$ cat src/rtl/adc_capture_pkg.sv
// Shared types and defaults for the ADC capture front-end.
package adc_capture_pkg;

  typedef enum logic [1:0] {
    IDLE      = 2'd0,
    WAIT_TRIG = 2'd1,
    CAPTURE   = 2'd2,
    DONE      = 2'd3
  } state_e;

  localparam int DW_DEF    = 10;
  localparam int DIV_W_DEF = 8;
  localparam int DEPTH_DEF = 256;

  // Address width of a buffer holding 'depth' entries (depth is a power of two).
  function automatic int addr_w(input int depth);
    return $clog2(depth);
  endfunction

endpackage

$ cat src/rtl/adc_clk_div.sv
// Sample-clock divider and ADC data sampler.
// Generates adc_clk from clk, latches the divider setting at reset release and
// on each load, registers adc_data on the adc_clk falling toggle and raises a
// one-cycle smp strobe. With ADC_AVG_EN defined, consecutive raw samples are
// averaged in pairs and smp fires once per pair.
module adc_clk_div
  import adc_capture_pkg::*;
#(
  parameter int DW    = DW_DEF,
  parameter int DIV_W = DIV_W_DEF
) (
  input  logic             clk,
  input  logic             rst_n,
  input  logic [DIV_W-1:0] div_cfg,
  input  logic             load,
  input  logic [DW-1:0]    adc_data,
  output logic             adc_clk,
  output logic             smp,
  output logic [DW-1:0]    cur,
  output logic [DW-1:0]    prev
);

  logic             started_q, started_d;
  logic [DIV_W-1:0] div_q, div_d;
  logic [DIV_W-1:0] cnt_q, cnt_d;
  logic             adc_clk_q, adc_clk_d;
  logic             smp_q, smp_d;
  logic [DW-1:0]    cur_q, cur_d;
  logic [DW-1:0]    prev_q, prev_d;
  logic             wrap;
  logic             fall;
`ifdef ADC_AVG_EN
  logic             phase_q, phase_d;
  logic [DW-1:0]    hold_q, hold_d;
  logic [DW:0]      sum;
`endif

  // >= rather than == so a smaller divider loaded mid-count still wraps.
  assign wrap = (cnt_q >= div_q);
  assign fall = started_q && wrap && adc_clk_q;

  // Divider count, clock toggle and sample capture.
  always_comb begin
    started_d = started_q;
    div_d     = div_q;
    cnt_d     = cnt_q;
    adc_clk_d = adc_clk_q;
    smp_d     = 1'b0;
    cur_d     = cur_q;
    prev_d    = prev_q;
`ifdef ADC_AVG_EN
    phase_d   = phase_q;
    hold_d    = hold_q;
    sum       = '0;
`endif
    if (!started_q) begin
      // First cycle after reset release: pick up the divider setting.
      started_d = 1'b1;
      div_d     = div_cfg;
    end else begin
      if (wrap) begin
        cnt_d     = '0;
        adc_clk_d = ~adc_clk_q;
      end else begin
        cnt_d = cnt_q + 1'b1;
      end
      if (load) div_d = div_cfg;
    end
`ifdef ADC_AVG_EN
    if (load) begin
      // Restart pairing so the next raw sample opens a new pair.
      phase_d = 1'b0;
    end else if (fall) begin
      if (!phase_q) begin
        hold_d  = adc_data;
        phase_d = 1'b1;
      end else begin
        sum     = {1'b0, hold_q} + {1'b0, adc_data};
        cur_d   = sum[DW:1];
        prev_d  = cur_q;
        smp_d   = 1'b1;
        phase_d = 1'b0;
      end
    end
`else
    if (fall) begin
      cur_d  = adc_data;
      prev_d = cur_q;
      smp_d  = 1'b1;
    end
`endif
  end

  // Control state with asynchronous reset.
  always_ff @(posedge clk or negedge rst_n) begin
    if (!rst_n) begin
      started_q <= 1'b0;
      div_q     <= '0;
      cnt_q     <= '0;
      adc_clk_q <= 1'b0;
      smp_q     <= 1'b0;
`ifdef ADC_AVG_EN
      phase_q   <= 1'b0;
`endif
    end else begin
      started_q <= started_d;
      div_q     <= div_d;
      cnt_q     <= cnt_d;
      adc_clk_q <= adc_clk_d;
      smp_q     <= smp_d;
`ifdef ADC_AVG_EN
      phase_q   <= phase_d;
`endif
    end
  end

  // Sample data registers; contents only matter once smp has fired.
  always_ff @(posedge clk) begin
    cur_q  <= cur_d;
    prev_q <= prev_d;
`ifdef ADC_AVG_EN
    hold_q <= hold_d;
`endif
  end

  assign adc_clk = adc_clk_q;
  assign smp     = smp_q;
  assign cur     = cur_q;
  assign prev    = prev_q;

endmodule

$ cat src/rtl/adc_capture.sv
// ADC capture front-end: sample clock generation, level/edge trigger,
// DEPTH-sample capture buffer and host readback.
// Optional build macro ADC_AVG_EN: average raw samples in pairs before
// triggering and storage.
module adc_capture
  import adc_capture_pkg::*;
#(
  parameter int DW    = DW_DEF,
  parameter int DIV_W = DIV_W_DEF,
  parameter int DEPTH = DEPTH_DEF
) (
  input  logic             clk,
  input  logic             rst_n,
  input  logic [DW-1:0]    adc_data,
  output logic             adc_clk,
  input  logic [DIV_W-1:0] div_cfg,
  input  logic [DW-1:0]    trig_level,
  input  logic             trig_rising,
  input  logic             arm,
  input  logic             rd_en,
  output logic [DW-1:0]    rd_data,
  output logic             rd_valid,
  output logic             busy,
  output logic             done
);

  localparam int AW = addr_w(DEPTH);
  localparam logic [AW-1:0] LAST = AW'(DEPTH - 1);

  state_e          state_q, state_d;
  logic [AW-1:0]   wr_ptr_q, wr_ptr_d;
  logic [AW:0]     rd_ptr_q, rd_ptr_d;
  logic            prev_ok_q, prev_ok_d;
  logic            rd_valid_q, rd_valid_d;
  logic            rd_seen_q, rd_seen_d;
  logic            smp;
  logic [DW-1:0]   cur;
  logic [DW-1:0]   prev;
  logic            arm_acc;
  logic            rd_fire;
  logic            trig_hit;
  logic            we;
  logic [AW-1:0]   waddr;
  logic [DW-1:0]   mem [DEPTH];
  logic [DW-1:0]   ram_q;

  adc_clk_div #(
    .DW    (DW),
    .DIV_W (DIV_W)
  ) u_div (
    .clk      (clk),
    .rst_n    (rst_n),
    .div_cfg  (div_cfg),
    .load     (arm_acc),
    .adc_data (adc_data),
    .adc_clk  (adc_clk),
    .smp      (smp),
    .cur      (cur),
    .prev     (prev)
  );

  assign arm_acc  = arm && ((state_q == IDLE) || (state_q == DONE));
  // DEPTH is a power of two, so rd_ptr < DEPTH is just a clear MSB.
  assign rd_fire  = rd_en && (state_q == DONE) && !arm && !rd_ptr_q[AW];
  assign trig_hit = prev_ok_q &&
                    (trig_rising ? ((prev < trig_level) && (cur >= trig_level))
                                 : ((prev >= trig_level) && (cur < trig_level)));

  // Next-state, buffer write and readback pointer logic.
  always_comb begin
    state_d    = state_q;
    wr_ptr_d   = wr_ptr_q;
    rd_ptr_d   = rd_ptr_q;
    prev_ok_d  = prev_ok_q;
    we         = 1'b0;
    waddr      = '0;
    case (state_q)
      IDLE, DONE: begin
        if (arm) begin
          state_d   = WAIT_TRIG;
          wr_ptr_d  = '0;
          rd_ptr_d  = '0;
          prev_ok_d = 1'b0;
        end
      end
      WAIT_TRIG: begin
        if (smp) begin
          prev_ok_d = 1'b1;
          if (trig_hit) begin
            we       = 1'b1;
            waddr    = '0;
            wr_ptr_d = AW'(1);
            state_d  = CAPTURE;
          end
        end
      end
      CAPTURE: begin
        if (smp) begin
          we       = 1'b1;
          waddr    = wr_ptr_q;
          wr_ptr_d = wr_ptr_q + 1'b1;
          if (wr_ptr_q == LAST) state_d = DONE;
        end
      end
    endcase
    if (rd_fire) rd_ptr_d = rd_ptr_q + 1'b1;
    rd_valid_d = rd_fire;
    rd_seen_d  = rd_seen_q | rd_fire;
  end

  // Control registers with asynchronous reset.
  always_ff @(posedge clk or negedge rst_n) begin
    if (!rst_n) begin
      state_q    <= IDLE;
      wr_ptr_q   <= '0;
      rd_ptr_q   <= '0;
      prev_ok_q  <= 1'b0;
      rd_valid_q <= 1'b0;
      rd_seen_q  <= 1'b0;
    end else begin
      state_q    <= state_d;
      wr_ptr_q   <= wr_ptr_d;
      rd_ptr_q   <= rd_ptr_d;
      prev_ok_q  <= prev_ok_d;
      rd_valid_q <= rd_valid_d;
      rd_seen_q  <= rd_seen_d;
    end
  end

  // Capture buffer: one write port, one registered read port.
  always_ff @(posedge clk) begin
    if (we) mem[waddr] <= cur;
    if (rd_fire) ram_q <= mem[rd_ptr_q[AW-1:0]];
  end

  // rd_data reads zero until the first read after reset, then holds.
  assign rd_data  = rd_seen_q ? ram_q : '0;
  assign rd_valid = rd_valid_q;
  assign busy     = (state_q == WAIT_TRIG) || (state_q == CAPTURE);
  assign done     = (state_q == DONE);

endmodule
$ cat config.mk
export PLATFORM = sky130hd
export DESIGN_NAME = adc_capture
export DESIGN_NICKNAME = d
export VERILOG_FILES = /design/src/rtl/adc_capture_pkg.sv /design/src/rtl/adc_clk_div.sv /design/src/rtl/adc_capture.sv
export SDC_FILE = /design/constraint.sdc
export NUM_CORES = 2
export LEC_CHECK = 0
export BUFFER_PORTS_ARGS = -buffer_cell sky130_fd_sc_hd__buf_2
export CELL_PAD_IN_SITES_DETAIL_PLACEMENT = 1
export CELL_PAD_IN_SITES_GLOBAL_PLACEMENT = 1
export CORE_MARGIN = 4
export CORE_UTILIZATION = 25
export DETAILED_ROUTE_END_ITERATION = 8
export MAX_ROUTING_LAYER = met4
export PLACE_DENSITY = 0.54
export RECOVER_POWER = 25
export SETUP_SLACK_MARGIN = 0.2
export SLEW_MARGIN = 25
export SYNTH_ARGS = -nofsm -noshare
export SYNTH_HDL_FRONTEND = slang
export SYNTH_HIERARCHICAL = 1
export SYNTH_SLANG_ARGS = --single-unit
$ cat constraint.sdc
create_clock -name clk -period 10.9 [get_ports clk]
set_clock_uncertainty 0.2 [all_clocks]
set_input_delay 2.725 -clock clk [delete_from_list [all_inputs] [get_ports clk]]
set_output_delay 2.725 -clock clk [all_outputs]
set_load 0.01 [all_outputs]
# Yosys cells after proc, flatten, opt, wreduce, memory -nomap -nowiden
# Memories as Yosys holds them, arrays and structs flattened. A register that Yosys moved wholly into a read port is not among the register bits.
# Index checks and enable logic that the tools add are counted.
[word_totals]
output_inout_bits = 14
ram_bits = 2560
reg_bits = 61
elab_cells = 88
inputBits = 33
memories = 1
[op_classes]
eq_ne = 10
n_bitwise = 2
mux = 31
addsub = 3
n_reduce_logical = 23
order_cmp = 5
[memory_table]
columns = ["name", "words", "word_bits", "read_ports", "rd_ports_with_merged_regs", "wr", "line", "text"]
rows = [
  ["mem", 256, 10, 1, 1, 1, "adc_capture.sv:44", "logic [DW-1:0] mem [DEPTH];"],
]
[ops]
columns = ["cell", "n"]
rows = [
  ["two-way mux 8 bit", 9],
  ["two-way mux 9 bit", 3],
  ["one-hot mux 8 bit (3 select lines)", 1],
  [">= comparator 10 bit", 2],
  ["< comparator 10 bit", 2],
  ["adder 8 x 1 -> 8 bit (second input constant)", 2],
  ["two-way mux 10 bit", 1],
  ["two-way mux 2 bit", 5],
  ["adder 9 x 1 -> 9 bit (second input constant)", 1],
  ["logical AND 1 bit", 9],
  ["two-way mux 1 bit", 9],
  ["== test 8 bit (second input constant)", 1],
  [">= comparator 8 bit", 1],
  ["!= test 2 bit (second input constant)", 4],
  ["one-hot mux 2 bit (3 select lines)", 1],
  ["nonzero test 2 bit", 3],
  ["AND reduction 5 bit", 1],
  ["== test 2 bit (second input constant)", 2],
  ["!= test 2 x 1 -> 1 bit (second input constant)", 2],
  ["one-hot mux 1 bit (2 select lines)", 2],
  ["AND reduction 2 bit", 2],
  ["AND reduction 4 bit", 1],
  ["AND reduction 3 bit", 1],
  ["== test 2 x 1 -> 1 bit (second input constant)", 1],
  ["6 further kinds", 8],
]

# Logic depth before layout (Yosys ltp)
[depth]
ltp_word = 9
mapped_depth = 12
depth_no_buf = 9

# Modules after synthesis
# The synthesis kept the hierarchy.
[modules_own_cells]
columns = ["module", "area_each_um2", "seq_area_each_um2", "cells_per_inst", "n_inst"]
rows = [
  ["adc_capture", 100446.3, 77724.5, 4744, 1],
  ["adc_clk_div", 1612.8, 1076.0, 116, 1],
]

# Worst setup path before layout
# OpenSTA, ideal clock, no wires.
[synth_timing]
path_type = "register to register"
from = "register u_div.cur_q[5] (netlist: u_div/cur[5])"
to = "memory mem[112][0] (netlist bit), enable pin"
arrival_time_ns = 6.083
stages_incl_launch_ff = 10
n_path_buf = 1
synth_period_minus_slack_ns = 6.660
t_required_ns = 10.324
setup_slack_ns = 4.240
setup_ns = 0.376
path_cell_list = "edfxtp_1 ha_1 and3_1 a221oi_1 o211ai_1 a211o_1 a211oi_1 o2111ai_1 clkbuf_1 nor2_1"
[synth_via]
elab_chain_cells = 9
elab_cells_between_ends = 11
classes_between = "order compare (2); mux (6); reduce/logical (3)"
[synth_lines]
columns = ["item", "line", "text"]
rows = [
  ["start, declared", "adc_clk_div.sv:28", "logic [DW-1:0] cur_q, cur_d;"],
  ["start signal, assigned", "adc_clk_div.sv:119", "cur_q <= cur_d;"],
  ["< comparator 10 bit / >= comparator 10 bit (equally long branches)", "adc_capture.sv:67, adc_capture.sv:66", ""],
  ["logical AND 1 bit, on equally long branches", "adc_capture.sv:67, adc_capture.sv:66", ""],
  ["two-way mux 1 bit *", "adc_capture.sv:66", "(trig_rising ? ((prev < trig_level) && (cur >= trig_level))"],
  ["logical AND 1 bit *", "adc_capture.sv:65", "assign trig_hit = prev_ok_q &&"],
  ["two-way mux 1 bit *", "adc_capture.sv:89", "if (trig_hit) begin"],
  ["two-way mux 1 bit *", "adc_capture.sv:87", "if (smp) begin"],
  ["one-hot mux 1 bit (2 select lines) *", "adc_capture.sv:77", "case (state_q)"],
  ["two-way mux 1 bit *", "adc_capture.sv:132", "if (we) mem[waddr] <= cur;"],
  ["two-way mux 1 bit (not written as such) *", "adc_capture.sv:132", ""],
  ["end, declared", "adc_capture.sv:44", ""],
]
# Mark *: on every way between the ends. The rest lies on a longest branch, timed or not.

# Worst setup path in the final report
[layout_timing]
from = "register u_div.cur_q[4] (netlist: u_div/cur[4])"
to = "memory mem[112][9] (netlist bit), enable pin"
# Same word-level chain as after synthesis.

==> reports/results.txt <==
Status - finished with violations
Failing checks - capacitance limit, slew limit
WL final - 307.7 mm
Share of layout cells above drive strength 1 - 0.2613
Hold path start - rd_ptr_q[8]
CTS Hold Buffers Added - 0
Global-route wire length before repair - 431.9 mm
Port bufs - 46
Max-Cap Viols - 13
CP Class - reg2reg
CTS tree - yes
Unrepaired setup endpoints after global routing - false
Hold Path Depth - 1
Synth cell types - 70
Clk pin slew, worst setup/hold paths - 60 ps
R2R Path End - mem[112][9]
Ys Warns - 6
Max VDD drop - 0.1773 mV
R2R Path Start - u_div/cur[4]
Syn nets - 4928
Synth Cell Area - 0.1021 mm^2
# setup viols final - 0
Min-Delay Path Class - reg2reg
Sequential share of the synthesized area - 0.7721
Drt drc - 0
Top-area cell type share of the netlist area - 0.7621
Root buffer cell - clkbuf_16
Core area - 0.4064 mm^2
CP endpoint kind - flop
Number of CTS-inserted buffers - 298
Clk_lat worst skew - 960 ps
Placed Area - 0.1093 mm^2
Die width - 646.9 um
Min Clock Period, post-route - 7833 ps
Number of global-route vias before repair - 52930
GPL Wtd Cong - 0.8003
Initial antenna violation count - 12
Power per Cell Area - 205.7 mW/mm^2
Row Count - 234
Grt ovf - 0
Via density per instance - 4.763
Seq cells post-synth - 2631
Post-route design area - 0.1184 mm^2
Final core utilization - 0.2913
Sw Share - 0.2531
Final antenna-violating net count - 0
Comb pwr share - 0.158
Biggest area consumer among synthesized cells - edfxtp_1
Synth Instances - 4860
Rel. slew slack - -2.116
Async set or reset register ratio after synthesis - 0.01558
CTS Buffer Depth - 4
Number of nets in the layout - 5130
Int Pwr - 18.19 mW
Gr usage total - 0.1487
Fin Setup TNS - 0 ps
Final Cycle Share - 0.7186
Top_reg_cell synth - edfxtp_1
Slew Limit Fails - 720
Top post-synthesis cells by area - edfxtp_1 76%, mux4_2 13%, mux2i_1 1.7%, nor2_1 1.1%, dfrtp_1 1.0%
Post-synth EDFFs - 2590
Sw Pwr - 6.164 mW
CP Max Fanout - 86
Reg power frac - 0.461
Crit path DAT - 8190 ps
Hold path endpoint - rd_ptr_q[8]
Die area - 0.4185 mm^2
Via Count - 50980
R2R cell count - 10
CTS resizes - 0
Die height - 646.9 um
Leak - 35.17 nW
Initial Util - 0.2511
FMAX - 0.1277 GHz
Worst-margin pin slew - 4674 ps
Number of setup buffers added after CTS - 0
Routed WL per cell - 28.75 um
Fill cell count - 41440
CTS sink count - 2631
Req. time, crit path - 11250 ps
Avg Cell Area, Syn - 21.00 um^2
Initial drt markers - 5448
FF-to-FF setup slack - 3070 ps
Largest net degree at the start of global routing - 204
HPWL Detailed - 180.8 mm
# IOs - 47
Clock share of power - 0.381
Setup crit start kind - flop
Layout Area Growth over Synthesis - 15.99%
H-tree Lvls - 5
First-pass iteration count of the detailed router - 5
Final Hold Viols - 0
-- cells in the mapped netlist, drive strengths merged, types with 35 or more instances --
library cell	instances
edfxtp	2590
a21oi	83
buf	148
a211oi	36
a22o	43
dfrtp	41
mux4	574
mux2i	177
o22ai	43
nand2	114
nor2	292
a221oi	57
ha	35
a22oi	118
o21ai	59
clkbuf	143
-- worst max path at each step --
stage / from / endpoint / depth (start not counted)
after detailed placement: trig_level[5] / mem[80][3] / 11
after global routing: u_div/cur[4] / mem[208][3] / 10
after CTS: trig_level[5] / mem[80][1] / 11
after floorplan: u_div/cur[5] / mem[112][0] / 9
final: u_div/cur[4] / mem[112][9] / 10
after global placement: trig_level[5] / mem[160][1] / 11
-- state kept, by name, indices dropped and copies added (netlist names) --
name             count
mem               2560
rd_valid             1
prev_ok_q            1
ram_q               10
wr_ptr_q             8
rd_ptr_q             9
u_div/cnt_q          8
u_div/cur           10
u_div/smp            1
u_div/adc_clk        1
rd_seen_q            1
u_div/div_q          8
state_q              2
u_div/started_q      1
u_div/prev          10
-- cells in the final DEF (no fill, tap or decap), drive strengths merged, types with 16 or more instances in the layout --
cell	netlist	final
ha	35	35
dfrtp	41	41
a22oi	118	118
o221ai	16	16
o21ai	59	59
nand2b	18	18
clkbuf	143	379
mux4	574	574
mux2i	177	177
inv	32	36
a211oi	36	36
edfxtp	2590	2590
nor2b	16	16
a22o	43	43
nand3	29	29
clkinv	1	119
a221oi	57	57
buf	148	179
o22ai	43	43
a21oi	83	83
nor3	26	26
nor2	292	292
and2	16	16
nand2	114	114
-- worst max-delay path, cell delays in order, from the launching register on --
cell       delay (ps)
edfxtp_1          320
clkbuf_1         3230
ha_1              710
and3_1            200
a221oi_1          360
o211ai_1          210
a211o_1           310
a211oi_1          470
o2111ai_4         160
buf_4             410
nor2_1            800
-- cell type report --
cell class	instances	area, um^2	area share
Antenna cell	9	22.52	0.0001902
Clock buffer	365	7836	0.06619
Clock inverter	139	978.4	0.008265
Inverter	33	126.4	0.001067
Multi-Input combinational cell	1905	22300	0.1884
Sequential cell	2631	78820	0.6658
Tap cell	5428	6792	0.05737
Timing Repair Buffer	193	1505	0.01271
-- routing by layer --
metal  wire [um]  GRT usage  part of all wire  vias up
met5           0          -                 0        -
met4        7660    0.03753             0.025        0
met3       19180    0.02483             0.062      411
met2      148200     0.2351              0.48     1754
met1      132700     0.1995              0.43    28050
li1            -          -                 -    20770
-- metrics by stage --
stage	cells	power (mW)	setup slack (ps)	hold WS [ps]
floorplan	4860	14.20	4240	237.6
global placement	10180	15.32	4245	273.9
detailed placement	10190	15.36	4142	275.0
CTS	10690	24.65	5114	288.4
global route	10700	25.27	2491	326.7
finish	10700	24.36	3067	287.4
-- power by group through the flow --
stage / sequential [mW] / clock, mW / combinational [mW]
global route: 11.2 / 9.95 / 4.08
global placement: 11.4 / 0 / 3.88
finish: 11.2 / 9.28 / 3.84
CTS: 11.2 / 9.49 / 3.92
floorplan: 11.5 / 0 / 2.74
detailed placement: 11.4 / 0 / 3.91
-- kinds of logic (layout without fill, tap and decap cells) --
family / Yosys count / in the layout / share of synthesized area
other: 1 / 10 / 0.00003674
XOR/XNOR: 5 / 5 / 0.0005027
adder cells (fa/ha/maj): 35 / 35 / 0.004291
flip-flops: 2631 / 2631 / 0.7721
multiplexers: 754 / 754 / 0.1444
buffers and inverters: 324 / 730 / 0.01573
AO/OA/AOI/OAI: 549 / 549 / 0.03876
AND/OR/NAND/NOR: 561 / 561 / 0.02421
No activity file was read; power rests on OpenSTA's default activity.
